<file path="config.mk">
export PLATFORM = sky130hd
export DESIGN_NAME = arb2_rr
export DESIGN_NICKNAME = d
export VERILOG_FILES = /design/src/rtl/arb2_rr.sv
export SDC_FILE = /design/constraint.sdc
export NUM_CORES = 1
export LEC_CHECK = 0
export ABC_AREA = 1
export CORE_ASPECT_RATIO = 1.5
export CORE_UTILIZATION = 25
export CTS_CLUSTER_DIAMETER = 30
export CTS_CLUSTER_SIZE = 25
export DETAILED_ROUTE_END_ITERATION = 10
export GPL_ROUTABILITY_DRIVEN = 0
export PLACE_DENSITY = 0.6
export SLEW_MARGIN = 30
export SYNTH_ARGS = -nofsm -noshare
export SYNTH_HDL_FRONTEND = slang
export SYNTH_SLANG_ARGS = --single-unit
</file>
<file path="constraint.sdc">
create_clock -name clk -period 2 [get_ports clk]
set_input_delay 0.2 -clock clk [delete_from_list [all_inputs] [get_ports clk]]
set_output_delay 0.2 -clock clk [all_outputs]
set_load 0.01 [all_outputs]
</file>
<file path="src/rtl/arb2_rr.sv">
// arb2_rr: two-channel round-robin arbiter feeding a single registered output slot.
// Channels a and b compete for the slot; s records which channel supplied y.
// A one-bit priority pointer alternates the winner under sustained contention.
module arb2_rr #(
    parameter int unsigned W = 8
) (
    input  logic         clk,
    input  logic         rst,
    input  logic [W-1:0] a,
    input  logic         a_valid,
    output logic         a_ready,
    input  logic [W-1:0] b,
    input  logic         b_valid,
    output logic         b_ready,
    output logic [W-1:0] y,
    output logic         y_valid,
    input  logic         y_ready,
    output logic         s
);

    typedef enum logic [0:0] {StEmpty, StFull} state_t;

    state_t       state_q, state_d;
    logic [W-1:0] y_q, y_d;
    logic         s_q, s_d;
    logic         ptr_q, ptr_d;

    logic load_en;
    logic grant_a;
    logic grant_b;
    logic transfer;

    // Grant selection and handshake: slot can load when empty or being drained this cycle
    always_comb begin
        load_en  = (state_q == StEmpty) || y_ready;
        grant_a  = a_valid && (!b_valid || !ptr_q);
        grant_b  = b_valid && (!a_valid || ptr_q);
        a_ready  = load_en && grant_a;
        b_ready  = load_en && grant_b;
        transfer = a_ready || b_ready;
    end

    // Next-state: load the granted word, drain to empty, or hold
    always_comb begin
        state_d = state_q;
        y_d     = y_q;
        s_d     = s_q;
        ptr_d   = ptr_q;
        if (transfer) begin
            state_d = StFull;
            y_d     = grant_b ? b : a;
            s_d     = grant_b;
            // Prefer the channel that lost this round
            ptr_d   = !grant_b;
        end else if ((state_q == StFull) && y_ready) begin
            // y and s keep their last values when the slot empties
            state_d = StEmpty;
        end
    end

    // State register with asynchronous reset discarding any held word
    always_ff @(posedge clk or posedge rst) begin
        if (rst) begin
            state_q <= StEmpty;
            y_q     <= '0;
            s_q     <= 1'b0;
            ptr_q   <= 1'b0;
        end else begin
            state_q <= state_d;
            y_q     <= y_d;
            s_q     <= s_d;
            ptr_q   <= ptr_d;
        end
    end

    // Output mapping
    always_comb begin
        y       = y_q;
        s       = s_q;
        y_valid = (state_q == StFull);
    end

endmodule

</file>
==> impl_metrics.yaml <==
detailed_routing:
  drtPass1Iterations: 4
  vias_per_cell: 4.53
  drc_errors: 0
  first_iter_violations: 17
  drt-total-wl_um: 1420
  vias: 639
  routedWlPerCell_um: 10.1
  antenna_left: 0
setup_path:
  rr_startpoint: "ptr_q"
  reg2reg_to: "y[2]"
  crit_path_frequent_cell: "clkdlybuf4s50_1"
  slowest_delay_ps: 520
  required_ps: 1800
  critPathCaptureType: "output port"
  startpoint: "a_valid"
  critPathSlowestCell: "clkdlybuf4s50_1"
  crit_chain: "clkdlybuf4s50_1, nand2_2, nand3_4, inv_1, clkdlybuf4s50_1"
  crit_arrival_ps: 1530
  crit_path_start_kind: "input port"
  crit_fanout: 9
  crit_end: "b_ready"
  r2r_slack_ps: 660
  reg2reg_depth: 7
  worstSetupPathType: "input port to output port"
clock_tree:
  clock-root-buffer: "clkbuf_4"
  cts_sinks: 11
  cts_tree: "done"
  post_cts_resized: 0
  postCtsSetupBuffers: 0
  htreeDepth: 1
  clockBufferDepth: 2
  holdBufCountCts: 0
  clk_latency_ps: 260
  path_clk_slew_ps: 70
  cts_inserted_buffers: 3
final_layout:
  drive_gt1_frac: 0.0932
  final-seq-area_um2: 275
  nets: 140
  diodes: 0
  syn2layout_area_growth_pct: 64.4
  multi_input_area_um2: 277
  nFillCells: 223
  design_area_um2: 983
floorplan:
  io_pins: 33
  die_x_um: 41.9
  initial_core_util: 0.268
  die_area_mm2: 0.00260
  core_mm2: 0.00223
  die_h_um: 61.9
  rows: 21
logic_synthesis:
  synth_xor_area_frac: 0
  synthMuxAreaShare: 0
  synth_top_family_by_area: "simple AND/OR/NAND/NOR gates"
  synth_fa_ha_area_frac: 0
  syn_nets: 102
  synthSimpleGateAreaFrac: 0.462
  ys_seq_elements: 11
  yosys_warnings: 0
  yosysUniqueCellTypes: 9
  synthCells: 81
  netlist_area_um2: 598
  synth_compound_area_frac: 0
  syn_avg_cell_area_um2: 7.38
  yosysSeqAreaShare: 0.460
power_and_ir_drop:
  p_per_area_mw_per_mm2: 896
  combPwrFrac: 0.456
  switchingPower_uw: 291
  clock_power_share: 0.171
  p_int_uw: 590
  power.leakage_uw: 0.000504
  p_seq_frac: 0.374
  peakVddDrop_v: 0.000276
  swShare: 0.330
job:
  maxCapViolCount: 0
timing:
  max_slew_margin: 0.713
  post-route-min-period_ps: 1730
  clock.fmax_mhz: 579
  tightest_slew_ps: 429
  fin_setup_tns_ps: 0
  fin_crit_sh: 0.864
  rsz0062_at_grt: "false"
  slew_viol_final: 0
  skew_ps: 1.13
  hold_viol: 0
  setup_violations: 0
global_routing:
  antenna_found_initial: 0
  grt.total_usage: 0.123
  grt-ovfl-total: 0
  grt_start_max_net_pins: 13
  grt_pass1_wl_um: 2480
  grt_pass1_vias: 593
min_path:
  hold_path_class: "input port to asynchronous set/reset pin"
placed_design:
  placed_area_um2: 957
  hpwlAfterDp_um: 1180
  port_buffers: 32
outcome:
  status: "complete, no violations"
[metal layers]
metal | vias up | GRT usage | wire (um)
met5 | - | 0 | 0
met2 | 22 | 0.205 | 721
met3 | 2 | 0.0116 | 76
met4 | 0 | 0.0737 | 26
met1 | 277 | 0.155 | 599
li1 | 338 | - | -
[synth_stat cells, drive strengths merged]
library cell / number / area [um2]
nand2: 33 / 129
nand3: 27 / 148
dfrtp: 11 / 275
inv: 7 / 26.3
buf: 3 / 20.0
[cells in the final DEF, fill, tap and decap left out, drive strengths merged]
master	instances
nand2	33
clkdlybuf4s50	32
nand3	27
dfrtp	11
inv	7
buf	4
clkbuf	4
[stage by stage]
step	utilization	hold WS [ps]	total power, uW	worst slack, ps	std cells
2_1_floorplan	-	52.4	523	860	81
3_3_place_gp	0.429	459	737	283	137
3_5_place_dp	0.429	462	742	267	137
4_1_cts	0.440	239	893	266	141
5_1_grt	0.440	254	957	208	141
6_report	0.440	228	881	272	141
[cell families (layout without fill, tap and decap cells)]
family                 after synthesis  in the layout
DFF                                 11             11
and+or+nand+nor                     60             60
buffers and inverters               10             47
[power groups by stage]
stage               clock network [uW]  logic, uW  registers [uW]
global placement                     0        405             332
CTS                                154        408             330
global route                       166        449             342
floorplan                            0        159             363
finish                             150        401             329
detailed placement                   0        408             335
[final cells by class]
cell class,count,share of cell area
multi-input cells,60,0.281
repair buffers,36,0.356
flip-flops and latches,11,0.280
clock buffers,4,0.0267
well taps,23,0.0293
inverters,7,0.0267
[critical path, delay by kind of cell]
kind / cells / cell delay, ps
buffers and inverters: 3 / 1030
AND/OR/NAND/NOR: 2 / 290
[state kept, by name, indices dropped and copies added (netlist names)]
name and cells:
s 1, y_valid 1, ptr_q 1, y 8
[how the worst min path moves through the flow]
stage / from / to / slack [ps] / depth (start not counted)
global route: rst / s / 250 / 2
detailed placement: s / s / 460 / 2
global placement: s / s / 460 / 2
floorplan: rst / ptr_q / 50 / 1
finish: rst / y[0] / 230 / 2
CTS: rst / y[5] / 240 / 2
(Power assumes the default switching activity.)
